### src/rtl/mem_stage_if.sv
// Data-memory request/acknowledge bus between the MEM stage (master) and
// the data memory (slave). Address is a word-aligned byte address.
interface mem_stage_if #(
  parameter int ADDR_W = 32
);
  logic              req;
  logic              we;
  logic [ADDR_W-1:0] addr;
  logic [3:0]        be;
  logic [31:0]       wdata;
  logic              ack;
  logic [31:0]       rdata;

  modport master (
    output req, we, addr, be, wdata,
    input  ack, rdata
  );

  modport slave (
    input  req, we, addr, be, wdata,
    output ack, rdata
  );
endinterface

### src/rtl/mem_stage.sv
// MEM stage of the 5-stage RV32 pipeline: issues loads/stores on a req/ack
// data-memory bus, stalls the front of the pipe while an access is pending,
// extends load data and owns the MEM/WB pipeline register.
// Optional build macro MEM_MISALIGN_TRAP_EN: misaligned H/W accesses are
// suppressed (no request, no write-back) and flagged on misalignW.
module mem_stage #(
  parameter int ADDR_W = 32
) (
  input  logic        clk,
  input  logic        rst_n,
  input  logic        regwriteM,
  input  logic        memrwM,
  input  logic [1:0]  wbselM,
  input  logic [2:0]  funct3M,
  input  logic [4:0]  rdM,
  input  logic [31:0] ALUresM,
  input  logic [31:0] data_writeM,
  input  logic [31:0] pc4M,
  mem_stage_if.master dmem,
  output logic        stall_mem,
  output logic        regwriteW,
  output logic [1:0]  wbselW,
  output logic [4:0]  rdW,
  output logic [31:0] ALUresW,
  output logic [31:0] readdataW,
  output logic [31:0] pc4W
`ifdef MEM_MISALIGN_TRAP_EN
 ,output logic        misalignW
`endif
);

  typedef enum logic {IDLE, WAIT} state_t;

  state_t      state_reg;
  state_t      state_next;
  logic [1:0]  off;
  logic        is_load;
  logic        memop_raw;
  logic        memop;
  logic        req_next;
  logic [3:0]  be_next;
  logic [31:0] wdata_next;
  logic [7:0]  byte_sel;
  logic [15:0] half_sel;
  logic [31:0] load_ext;

  // funct3[1:0]: 00 byte, 01 half, anything else is treated as a word;
  // funct3[2] selects zero-extension for loads.
  assign off       = ALUresM[1:0];
  assign is_load   = (wbselM == 2'b01);
  assign memop_raw = memrwM | is_load;

`ifdef MEM_MISALIGN_TRAP_EN
  logic misalign;

  // Flag halfword accesses on odd addresses and word accesses off lane 0.
  always_comb begin
    misalign = 1'b0;
    if (memop_raw) begin
      case (funct3M[1:0])
        2'b00:   misalign = 1'b0;
        2'b01:   misalign = off[0];
        default: misalign = (off != 2'b00);
      endcase
    end
  end

  assign memop = memop_raw & ~misalign;
`else
  assign memop = memop_raw;
`endif

  // Hold the stall until the memory acknowledges; zero-wait memory never stalls.
  assign stall_mem = memop & ~dmem.ack;

  // Access state register; async reset returns to IDLE so req drops at once.
  always_ff @(posedge clk or negedge rst_n) begin
    if (!rst_n) begin
      state_reg <= IDLE;
    end else begin
      state_reg <= state_next;
    end
  end

  // Next-state and request generation.
  always_comb begin
    state_next = state_reg;
    req_next   = 1'b0;
    case (state_reg)
      IDLE: begin
        req_next = memop;
        if (memop && !dmem.ack) state_next = WAIT;
      end
      WAIT: begin
        req_next = 1'b1;
        if (dmem.ack) state_next = IDLE;
      end
      default: state_next = IDLE;
    endcase
  end

  // Byte lanes and replicated store data; loads always read the full word.
  always_comb begin
    be_next    = 4'b1111;
    wdata_next = data_writeM;
    if (memrwM) begin
      case (funct3M[1:0])
        2'b00: begin
          be_next    = 4'b0001 << off;
          wdata_next = {4{data_writeM[7:0]}};
        end
        2'b01: begin
          be_next    = off[1] ? 4'b1100 : 4'b0011;
          wdata_next = {2{data_writeM[15:0]}};
        end
        default: begin
          be_next    = 4'b1111;
          wdata_next = data_writeM;
        end
      endcase
    end
  end

  assign dmem.req   = req_next;
  assign dmem.we    = memrwM;
  assign dmem.addr  = {ALUresM[ADDR_W-1:2], 2'b00};
  assign dmem.be    = be_next;
  assign dmem.wdata = wdata_next;

  // Select the addressed lane of the read word and sign/zero-extend it.
  always_comb begin
    byte_sel = dmem.rdata[7:0];
    case (off)
      2'b00: byte_sel = dmem.rdata[7:0];
      2'b01: byte_sel = dmem.rdata[15:8];
      2'b10: byte_sel = dmem.rdata[23:16];
      2'b11: byte_sel = dmem.rdata[31:24];
      default: byte_sel = dmem.rdata[7:0];
    endcase
    half_sel = off[1] ? dmem.rdata[31:16] : dmem.rdata[15:0];
    case (funct3M[1:0])
      2'b00:   load_ext = {{24{~funct3M[2] & byte_sel[7]}}, byte_sel};
      2'b01:   load_ext = {{16{~funct3M[2] & half_sel[15]}}, half_sel};
      default: load_ext = dmem.rdata;
    endcase
  end

  // MEM/WB register: a stalled cycle inserts a bubble so WB writes exactly once.
  always_ff @(posedge clk or negedge rst_n) begin
    if (!rst_n) begin
      regwriteW <= 1'b0;
      wbselW    <= 2'b00;
      rdW       <= 5'd0;
      ALUresW   <= 32'd0;
      readdataW <= 32'd0;
      pc4W      <= 32'd0;
`ifdef MEM_MISALIGN_TRAP_EN
      misalignW <= 1'b0;
`endif
    end else if (stall_mem) begin
      regwriteW <= 1'b0;
      wbselW    <= 2'b00;
      rdW       <= 5'd0;
      ALUresW   <= 32'd0;
      readdataW <= 32'd0;
      pc4W      <= 32'd0;
`ifdef MEM_MISALIGN_TRAP_EN
      misalignW <= 1'b0;
`endif
    end else begin
      wbselW    <= wbselM;
      rdW       <= rdM;
      ALUresW   <= ALUresM;
      pc4W      <= pc4M;
`ifdef MEM_MISALIGN_TRAP_EN
      regwriteW <= regwriteM & ~misalign;
      readdataW <= (is_load && !misalign) ? load_ext : 32'd0;
      misalignW <= misalign;
`else
      regwriteW <= regwriteM;
      readdataW <= is_load ? load_ext : 32'd0;
`endif
    end
  end

endmodule

### src/flat_wrapper.sv
// flat-port wrapper written by rule: the top's interface ports become plain ports
module mem_stage_flat 
#(
  parameter int ADDR_W = 32
)
  (clk, rst_n, regwriteM, memrwM, wbselM, funct3M, rdM, ALUresM, data_writeM, pc4M, stall_mem, regwriteW, wbselW, rdW, ALUresW, readdataW, pc4W, dmem_req, dmem_we, dmem_addr, dmem_be, dmem_wdata, dmem_ack, dmem_rdata);
  mem_stage_if #(.ADDR_W(ADDR_W)) dmem_i ();
  input  logic clk;
  input  logic rst_n;
  input  logic regwriteM;
  input  logic memrwM;
  input  logic [1:0] wbselM;
  input  logic [2:0] funct3M;
  input  logic [4:0] rdM;
  input  logic [31:0] ALUresM;
  input  logic [31:0] data_writeM;
  input  logic [31:0] pc4M;
  output logic stall_mem;
  output logic regwriteW;
  output logic [1:0] wbselW;
  output logic [4:0] rdW;
  output logic [31:0] ALUresW;
  output logic [31:0] readdataW;
  output logic [31:0] pc4W;
  output wire logic [$bits(dmem_i.req)-1:0] dmem_req;
  output wire logic [$bits(dmem_i.we)-1:0] dmem_we;
  output wire logic [$bits(dmem_i.addr)-1:0] dmem_addr;
  output wire logic [$bits(dmem_i.be)-1:0] dmem_be;
  output wire logic [$bits(dmem_i.wdata)-1:0] dmem_wdata;
  input wire logic [$bits(dmem_i.ack)-1:0] dmem_ack;
  input wire logic [$bits(dmem_i.rdata)-1:0] dmem_rdata;
  assign dmem_req = dmem_i.req;
  assign dmem_we = dmem_i.we;
  assign dmem_addr = dmem_i.addr;
  assign dmem_be = dmem_i.be;
  assign dmem_wdata = dmem_i.wdata;
  assign dmem_i.ack = dmem_ack;
  assign dmem_i.rdata = dmem_rdata;
  mem_stage #(.ADDR_W(ADDR_W)) u_core (.clk(clk), .rst_n(rst_n), .regwriteM(regwriteM), .memrwM(memrwM), .wbselM(wbselM), .funct3M(funct3M), .rdM(rdM), .ALUresM(ALUresM), .data_writeM(data_writeM), .pc4M(pc4M), .dmem(dmem_i), .stall_mem(stall_mem), .regwriteW(regwriteW), .wbselW(wbselW), .rdW(rdW), .ALUresW(ALUresW), .readdataW(readdataW), .pc4W(pc4W));
endmodule
### config.mk
export PLATFORM = sky130hd
export DESIGN_NAME = mem_stage_flat
export DESIGN_NICKNAME = d
export VERILOG_FILES = /design/src/rtl/mem_stage_if.sv /design/src/rtl/mem_stage.sv /design/src/flat_wrapper.sv
export SDC_FILE = /design/constraint.sdc
export NUM_CORES = 1
export LEC_CHECK = 0
export BUFFER_PORTS_ARGS = -buffer_cell sky130_fd_sc_hd__buf_4
export CORE_AREA = 2 2 122 124
export DETAILED_ROUTE_END_ITERATION = 12
export DIE_AREA = 0 0 124 126
export PLACE_DENSITY = 0.65
export REMOVE_ABC_BUFFERS = 1
export SLEW_MARGIN = 25
export SYNTH_ARGS = -nofsm -noshare
export SYNTH_HDL_FRONTEND = slang
export SYNTH_SLANG_ARGS = --single-unit
export TNS_END_PERCENT = 1
### constraint.sdc
create_clock -name clk -period 1.5 [get_ports clk]
set_clock_uncertainty 0.15 [all_clocks]
set_input_delay 0.075 -clock clk [delete_from_list [all_inputs] [get_ports clk]]
set_output_delay 0.075 -clock clk [all_outputs]
set_load 0.005 [all_outputs]
==> results of run 1 <==
## per-stage QoR
| stage | std cells | setup WS [ns] | setup TNS, ns | util (%) | hold slack [ns] |
|---|---|---|---|---|---|
| global placement | 882 | -0.0821 | -0.907 | 48.9 | 0.0313 |
| floorplan | 365 | -0.0715 | -5.35 | - | -0.371 |
| detailed placement | 882 | -0.181 | -2.06 | 48.9 | 0.0363 |
| CTS | 1004 | 0.0411 | 0 | 58.7 | 0.0175 |
| finish | 1004 | 0.0565 | 0 | 58.7 | 0.0303 |
| global route | 1004 | 0.0139 | 0 | 58.7 | 0.0256 |
## cell usage in the layout (no fill, tap or decap), drive strengths merged, types with 4 or more instances in the layout
master	netlist	routed
and2	72	72
o21ai	12	12
clkbuf	13	10
mux2i	10	10
a22oi	7	7
nand2	81	81
a221oi	7	7
nor2b	4	4
inv	10	12
a21oi	16	16
dlygate4sd3	0	106
nor2	13	13
dfrtp	105	105
buf	50	333
mux2	10	10
## routing by layer
metal	part of all wire [%]	track usage (%)	up-vias
met4	3.0	8.26	0
met5	0	0	-
met3	7.7	4.76	32
met2	55	42.0	221
met1	34	22.4	2177
li1	-	-	2102
## kinds of logic (layout without fill, tap and decap cells)
| logic type | Yosys count | count (layout) | share of synthesized area (%) |
|---|---|---|---|
| multiplexers | 21 | 21 | 5.06 |
| AO/OA/AOI/OAI | 46 | 46 | 7.52 |
| buffers and inverters | 73 | 465 | 9.89 |
| AND/OR/NAND/NOR | 181 | 181 | 20.9 |
| flip-flops | 105 | 105 | 56.6 |
| other | 1 | 2 | 0.0807 |
## power by group through the flow
stage                     sequential, mW  clock, mW  combinational (mW)
after global routing                3.04       2.81                1.68
final                               3.03       2.60                1.55
after global placement              3.08          0                1.29
after detailed placement            3.08          0                1.31
after CTS                           3.03       2.65                1.54
after floorplan                     3.10          0               0.309
## timing repair
item	CTS	global route
hold endpoints to repair	209	0
resized for setup	0	0
hold buffers	106	0
buffers inserted	0	0
## worst max-delay path, stage by stage (launching register included)
cell	delay, ns
dfrtp_1	0.36
or3_1	0.37
buf_4	0.15
## worst max path at each step
stage                                    start                        endpoint  depth (start not counted)
global route        u_core.state_reg$_DFF_PN0_                        dmem_req                          2
floorplan                            wbselM[0]     u_core.ALUresW[0]$_DFF_PN0_                          3
finish              u_core.state_reg$_DFF_PN0_                        dmem_req                          2
CTS                 u_core.state_reg$_DFF_PN0_                        dmem_req                          2
global placement                    ALUresM[1]  u_core.readdataW[31]$_DFF_PN0_                          5
detailed placement                  ALUresM[1]  u_core.readdataW[19]$_DFF_PN0_                          5
## final cells by class
class | count | share of cell area [%]
Multi-Input combinational cell | 250 | 18.7
Tap cell | 184 | 2.74
Clock inverter | 6 | 1.15
Timing Repair Buffer | 439 | 42.8
Inverter | 10 | 0.447
Clock buffer | 10 | 2.84
Sequential cell | 105 | 31.3
==> results_dict.tcl, run 1 <==
set metrics [dict create \
    status "finished, final reports clean" \
    irDropWorstVdd_mv 0.614 \
    fillCellCount 1181 \
    swShare_pct 24.1 \
    remaining_drc_errors 0 \
    drtPass1Iterations 4 \
    fmax_mhz 693 \
    cts_max_level 3 \
    drtIter0Drc 195 \
    critPathRequiredTime_ns 1.27 \
    wl_um 17200 \
    yosys.area.top_type "dfrtp_1" \
    rows 44 \
    drt.antenna.violating_nets 0 \
    reg2reg_depth 2 \
    root_buffer "clkbuf_16" \
    tightest_slew_ns 0.597 \
    setup.worst_path.class "register to primary output" \
    worstPathArrival_ns 1.22 \
    holdPathEnd "u_core.readdataW[15]$_DFF_PN0_" \
    gp_congestion 0.806 \
    yosysWarnings 0 \
    p_leak_nw 4.35 \
    die_h_um 126 \
    vias 4532 \
    io_pins 318 \
    synthTopCellsByArea "dfrtp_1 (57%), and2_1 (9.7%), buf_4 (6.8%), nand2_1 (5.7%), mux2_2 (2.4%)" \
    ys_types 36 \
    powerDensity_nw_per_um2 854 \
    regArea_um2 2630 \
    start_kind "register" \
    drive_gt1_share_pct 47.1 \
    n_antenna_cell 0 \
    synth_area_um2 4640 \
    die_area_um2 15600 \
    clock_sinks 105 \
    max_cap_viol_count 0 \
    p_int_mw 5.44 \
    grtUsageTotal_pct 21.8 \
    worstHoldStart "funct3M[2]" \
    fin_crit_sh_pct 96.2 \
    post-route-min-period_ns 1.44 \
    multi_input_area_um2 1570 \
    hold_class "primary input to register" \
    antenna_found_initial 0 \
    ys_top_cells_by_count "dfrtp_1 (105), and2_1 (72), nand2_1 (71), buf_4 (42), a21oi_1 (16)" \
    worstReg2RegStart "u_core.state_reg$_DFF_PN0_" \
    worstHoldPathCells 3 \
    core_area_um2 14300 \
    synth_edf_count 0 \
    grt_pass1_wl_um 25800 \
    async_flop_share_pct 100 \
    drv_slew 0 \
    r2r-end "u_core.state_reg$_DFF_PN0_" \
    via_per_inst 4.51 \
    yosys.area.top_type_share_pct 56.6 \
    yosysSeqAreaShare_pct 56.6 \
    clockBufferDepth 2 \
    grt_max_degree 106 \
    fin_area_um2 8400 \
    gr-total-overflow 0 \
    worstSkewPairLatency_ns 0.34 \
    cts_buffers 9 \
    start_util_pct 32.4 \
    yosysMostFrequentCell "dfrtp_1" \
    hold_viol 0 \
    p_clk_share_pct 36.2 \
    cts_tree "yes" \
    netSwitchingPower_mw 1.73 \
    syn_inst 427 \
    fin_total_pwr_mw 7.18 \
    port-buffer-count 315 \
    placedInstanceArea_um2 7000 \
    comb_power_share_pct 21.5 \
    rrSetupSlack_ns 0.37 \
    synth_flop_cell "dfrtp_1" \
    syn_to_final_growth_pct 80.9 \
    top_regs "u_core.ALUresW x32, u_core.pc4W x32, u_core.readdataW x32" \
    syn-mean-instance-area_um2 10.9 \
    cp_max_fo 2 \
    worstSetupEndpointType "primary output" \
    first_global_vias 4808 \
    die_w_um 124 \
    setup_viol 0 \
    max-slew-margin-rel_pct 60.1 \
    wl_per_cell_um 17.1 \
    rsz0062_at_grt "no" \
    layout.nets 958 \
    clkTransAtPathRegs_ns 0.07 \
    synth-seq-cells 105 \
    p_seq_share_pct 42.2 \
    dp_hpwl_um 12000 \
]
(Power assumes the default switching activity.)
==> run 2: changes to the inputs <==
- MAX_ROUTING_LAYER: not set -> met4
==> run 2 against run 1 <==
Effect of this change: non-clock buffer count unchanged; power is essentially flat; final area unchanged; worst setup slack got worse by 0.010 ns; critical path depth did not move; global-route usage rose by 0.67 points; utilization is the same; register-to-register slack is essentially flat; first-iteration DRC count increased by 4.1%; clock power barely moved; critical path type unchanged; critical endpoint unchanged.
==> results_dict.tcl, run 2 (same netlist as run 1, synthesis figures left out) <==
set metrics [dict create \
    fin_total_pwr_mw 7.17 \
    cp_max_fo 2 \
    clock_sinks 105 \
    p_leak_nw 4.35 \
    worstPathArrival_ns 1.23 \
    setup.worst_path.class "register to primary output" \
    rsz0062_at_grt "no" \
    fin_area_um2 8400 \
    vias 4553 \
    layout.nets 958 \
    clockBufferDepth 2 \
    io_pins 318 \
    drt.antenna.violating_nets 0 \
    drtPass1Iterations 4 \
    wl_per_cell_um 17.1 \
    die_h_um 126 \
    fillCellCount 1181 \
    die_w_um 124 \
    n_antenna_cell 0 \
    dp_hpwl_um 12000 \
    max-slew-margin-rel_pct 60.0 \
    start_util_pct 32.4 \
    worstSetupEndpointType "primary output" \
    irDropWorstVdd_mv 0.604 \
    grtUsageTotal_pct 22.5 \
    final_common_cell "buf_4" \
    hold_class "primary input to register" \
    max_cap_viol_count 0 \
    worstSkewPairLatency_ns 0.34 \
    setup_viol 0 \
    worstHoldPathCells 3 \
    clkTransAtPathRegs_ns 0.07 \
    worstHoldStart "funct3M[2]" \
    powerDensity_nw_per_um2 853 \
    rrSetupSlack_ns 0.37 \
    antenna_found_initial 0 \
    hold_viol 0 \
    die_area_um2 15600 \
    critPathRequiredTime_ns 1.27 \
    utilization_pct 58.7 \
    drive_gt1_share_pct 47.1 \
    grt_max_degree 106 \
    status "finished, final reports clean" \
    gp_congestion 0.817 \
    holdPathEnd "u_core.readdataW[15]$_DFF_PN0_" \
    via_per_inst 4.53 \
    port-buffer-count 315 \
    top_regs "u_core.ALUresW x32, u_core.pc4W x32, u_core.readdataW x32" \
    grt_pass1_wl_um 25800 \
    placedInstanceArea_um2 7000 \
    drv_slew 0 \
    core_area_um2 14300 \
    cts_buffers 9 \
    rows 44 \
    post-route-min-period_ns 1.45 \
    fmax_mhz 688 \
    cts_max_level 3 \
    layout_common_cells "buf_4 (330), dlygate4sd3_1 (106), dfrtp_1 (105)" \
    post-cts-setup-buffers 0 \
    start_kind "register" \
    fin_crit_sh_pct 96.9 \
    r2r-end "u_core.state_reg$_DFF_PN0_" \
    root_buffer "clkbuf_16" \
    cts_tree "yes" \
    tightest_slew_ns 0.597 \
    wl_um 17200 \
    worstReg2RegStart "u_core.state_reg$_DFF_PN0_" \
    remaining_drc_errors 0 \
    drtIter0Drc 203 \
    syn_to_final_growth_pct 80.9 \
    reg2reg_depth 2 \
    gr-total-overflow 0 \
    first_global_vias 4808 \
]
[run 2: cell counts in the layout (fill, tap and decap cells not counted)]
Identical to the previous run, type by type.
[run 2: layout make-up]
type | instances | area (um^2) | share of cell area, %
clock buffers | 10 | 239 | 2.84
clock inverters | 6 | 96.3 | 1.15
inverters | 10 | 37.5 | 0.447
multi-input cells | 250 | 1570 | 18.7
flip-flops and latches | 105 | 2630 | 31.3
well taps | 184 | 230 | 2.74
repair buffers | 439 | 3600 | 42.8
[run 2: power by group]
group | leakage, nW | total (mW) | switching [mW] | internal [mW]
combinational | 2.84 | 1.55 | 0.614 | 0.934
clock | 0.161 | 2.59 | 1.06 | 1.53
sequential | 1.35 | 3.03 | 0.0488 | 2.98
[run 2: through the flow]
| step | TNS, ns | hold slack [ns] | setup WS (ns) | cells |
|---|---|---|---|---|
| floorplan | -5.35 | -0.371 | -0.0715 | 365 |
| global placement | -0.907 | 0.0313 | -0.0821 | 882 |
| detailed placement | -2.06 | 0.0363 | -0.181 | 882 |
| CTS | 0 | 0.0175 | 0.0411 | 1004 |
| global route | 0 | 0.0280 | 0.0158 | 1004 |
| finish | 0 | 0.0280 | 0.0463 | 1004 |
[run 2: how the worst max path moves through the flow]
| stage | start | to | slack (ns) | cells past startpoint |
|---|---|---|---|---|
| 2_1_floorplan | wbselM[0] | u_core.ALUresW[0]$_DFF_PN0_ | -0.07 | 3 |
| 6_report | u_core.state_reg$_DFF_PN0_ | dmem_req | 0.05 | 2 |
| 3_3_place_gp | ALUresM[1] | u_core.readdataW[31]$_DFF_PN0_ | -0.08 | 5 |
| 4_1_cts | u_core.state_reg$_DFF_PN0_ | dmem_req | 0.04 | 2 |
| 3_5_place_dp | ALUresM[1] | u_core.readdataW[19]$_DFF_PN0_ | -0.18 | 5 |
| 5_1_grt | u_core.state_reg$_DFF_PN0_ | dmem_req | 0.02 | 2 |
[run 2: critical path, stage by stage, from the launching register on]
cell,delay [ns]
dfrtp_1,0.36
or3_1,0.37
buf_4,0.15
[run 2: timing repair]
item | in CTS | in global routing
endpoints found under the hold margin | 209 | 0
resized for setup | 0 | 0
hold buffers | 106 | 0
[run 2: routing by layer]
| metal | global-route usage [%] | part of all wire (%) | up-vias |
|---|---|---|---|
| met5 | - | 0 | - |
| met1 | 23.0 | 34 | 2178 |
| li1 | - | - | 2104 |
| met2 | 41.9 | 55 | 234 |
| met4 | 9.19 | 3.2 | 0 |
| met3 | 3.44 | 7.5 | 37 |
==> run 3: changes to the inputs <==
- ABC_AREA: not set -> 1
- CORE_AREA: 2 2 122 124 -> 2 2 123 125
- DIE_AREA: 0 0 124 126 -> 0 0 125 127
==> run 3 against run 2 <==
Effect of this change: first-iteration DRC count is 80% higher; die area increased by 1.6%; wire length shrank 1.9%; non-clock buffer count is 4 lower; critical path type is now primary input to primary output.
==> results_dict.tcl, run 3 <==
set metrics [dict create \
    status "finished, final reports clean" \
    critPathSlowestCell "dlygate4sd3_1" \
    worstSkewPairLatency_ns 0.35 \
    drive_gt1_share_pct 38.0 \
    irDropWorstVdd_mv 0.539 \
    worstPathArrival_ns 1.16 \
    grt_pass1_wl_um 26400 \
    max_cap_viol_count 0 \
    synthTopCellsByArea "dfrtp_1 (56%), inv_1 (10%), nor2_1 (8.4%), nand2_1 (7.1%), buf_4 (6.7%)" \
    vias 4948 \
    yosysWarnings 0 \
    layout.nets 1098 \
    setup_viol 0 \
    cts_tree "yes" \
    antenna_found_initial 0 \
    via_per_inst 4.32 \
    cp_cell_sequence "buf_4 -> dlygate4sd3_1 -> inv_2 -> nand2_1 -> nand3_1 -> buf_4" \
    syn_to_final_growth_pct 78.2 \
    netSwitchingPower_mw 1.78 \
    regArea_um2 2630 \
    hold_viol 0 \
    synth_flop_cell "dfrtp_1" \
    layout_common_cells "buf_4 (327), inv_1 (125), dlygate4sd3_1 (106)" \
    port-buffer-count 315 \
    start_kind "primary input" \
    setup.worst_path.class "primary input to primary output" \
    cts_max_level 3 \
    gp_congestion 0.875 \
    clkTransAtPathRegs_ns 0.07 \
    utilization_pct 58.5 \
    post-route-min-period_ns 1.39 \
    die_area_um2 15900 \
    die_w_um 125 \
    fmax_mhz 721 \
    remaining_drc_errors 0 \
    synth_edf_count 0 \
    rows 44 \
    yosys.area.top_type "dfrtp_1" \
    core_area_um2 14400 \
    post-place-ws_ns 0.109 \
    cp_max_fo 5 \
    crit_buf_inv 4 \
    ys_types 23 \
    final_common_cell "buf_4" \
    synth_area_um2 4730 \
    drt.antenna.violating_nets 0 \
    clockBufferDepth 2 \
    fin_ws_ns 0.113 \
    start_util_pct 32.8 \
    yosysSeqAreaShare_pct 55.5 \
    fillCellCount 1261 \
    cpMostUsedCell "buf_4" \
    yosys.area.top_type_share_pct 55.5 \
    clock_sinks 105 \
    p_clk_share_pct 32.3 \
    tns_ns 0 \
    io_pins 318 \
    critPathRequiredTime_ns 1.27 \
    cts_buffers 9 \
    first_global_vias 5086 \
    grtUsageTotal_pct 21.6 \
    wl_um 16900 \
    cp_top_family "buffers and inverters" \
    comb_power_share_pct 23.1 \
    drv_slew 0 \
    fin_crit_sh_pct 92.5 \
    critPathMaxStageDelay_ns 0.57 \
    multi_input_area_um2 1260 \
    p_leak_nw 4.87 \
    die_h_um 127 \
    drtPass1Iterations 6 \
    syn_inst 566 \
    async_flop_share_pct 100 \
    worstSetupEndpointType "primary output" \
    tightest_slew_ns 0.557 \
    top_regs "u_core.ALUresW x32, u_core.pc4W x32, u_core.readdataW x32" \
    worst_hold_slack_ns 0.0316 \
    syn-mean-instance-area_um2 8.36 \
    grt_max_degree 106 \
    gr-total-overflow 0 \
    max-slew-margin-rel_pct 62.9 \
    ys_top_cells_by_count "inv_1 (126), nor2_1 (106), dfrtp_1 (105), nand2_1 (90), buf_4 (42)" \
    drtIter0Drc 366 \
    p_int_mw 5.01 \
    yosysMostFrequentCell "inv_1" \
    synth-seq-cells 105 \
    p_seq_share_pct 44.6 \
    root_buffer "clkbuf_16" \
    hold_class "primary input to register" \
    rsz0062_at_grt "yes" \
    swShare_pct 26.2 \
    wl_per_cell_um 14.7 \
    powerDensity_nw_per_um2 806 \
    dp_hpwl_um 12100 \
]
-- run 3: cell count changes in the layout (fill, tap and decap cells not counted), moves of 9 or more --
cell / change
inv_1: +115
nor2_1: +91
and2_1: -72
nand3_1: +28
nand2_1: +19
a21oi_1: -16
o22ai_1: +15
mux2_2: -10
mux2i_1: -10
nand2_2: -10
nor2_2: +9
-- run 3: repair_timing --
action,in CTS,in global routing
gates resized for setup,0,7
setup endpoints to repair,0,19
hold endpoints to repair,210,0
hold buffers,106,0
buffers inserted,0,2
-- run 3: cell families (layout without fill, tap and decap cells) --
| family | count (synthesis) | in the layout | synth area share, % |
|---|---|---|---|
| other | 1 | 3 | 0.0793 |
| buffers and inverters | 186 | 579 | 18.6 |
| DFF | 105 | 105 | 55.5 |
| and+or+nand+nor | 236 | 236 | 20.7 |
| AOI/OAI and AO/OA | 38 | 38 | 5.03 |
-- run 3: path summary, 6_finish.rpt --
kind	end	slack, ns	cells past startpoint	startpoint
setup / recovery	dmem_be[2]	0.11	6	ALUresM[0]
hold / removal	u_core.wbselW[0]$_DFF_PN0_	0.03	4	dmem_ack
setup reg to reg	u_core.state_reg$_DFF_PN0_	0.62	3	u_core.state_reg$_DFF_PN0_
hold reg to reg	u_core.state_reg$_DFF_PN0_	0.42	3	u_core.state_reg$_DFF_PN0_
max in group asynchronous	u_core.pc4W[7]$_DFF_PN0_	0.58	3	rst_n
min in group asynchronous	u_core.ALUresW[26]$_DFF_PN0_	0.20	3	rst_n
-- run 3: per-layer routing --
| metal | share of wire [%] | track usage, % | wire (um) | vias to the layer above |
|---|---|---|---|---|
| met3 | 6.2 | 3.64 | 1050 | 31 |
| li1 | - | - | - | 2393 |
| met1 | 36 | 22.3 | 6070 | 2280 |
| met5 | 0 | - | 0 | - |
| met4 | 2.3 | 8.30 | 388 | 0 |
| met2 | 55 | 41.0 | 9350 | 244 |
-- run 3: final cells by class --
cell class / instances / share of cell area (%)
Timing Repair Buffer: 435 / 42.2
Sequential cell: 105 / 31.2
Multi-Input combinational cell: 276 / 15.0
Inverter: 128 / 5.70
Tap cell: 184 / 2.73
Clock buffer: 10 / 2.72
Clock inverter: 6 / 0.505
Antenna cell: 1 / 0.0297
-- run 3: worst register-to-register path, stage by stage (launching register included) --
cell and delay, ns:
dfrtp_1 0.36, nand3b_1 0.17, nand2_1 0.07, inv_1 0.04
-- run 3: power by group through the flow --
stage / Clock (mW) / Sequential (mW) / Combinational, mW
after floorplan: 0 / 3.10 / 0.357
after global routing: 2.38 / 3.04 / 1.72
after CTS: 2.26 / 3.03 / 1.57
after detailed placement: 0 / 3.08 / 1.33
final: 2.19 / 3.03 / 1.57
after global placement: 0 / 3.08 / 1.32
-- run 3: per-stage QoR --
stage / std cells / instance area [um^2] / total power, mW
2_1_floorplan: 509 / 4330 / 3.46
3_3_place_gp: 1020 / 7050 / 4.40
3_5_place_dp: 1020 / 7050 / 4.42
4_1_cts: 1142 / 8380 / 6.85
5_1_grt: 1144 / 8430 / 7.14
6_report: 1145 / 8430 / 6.79
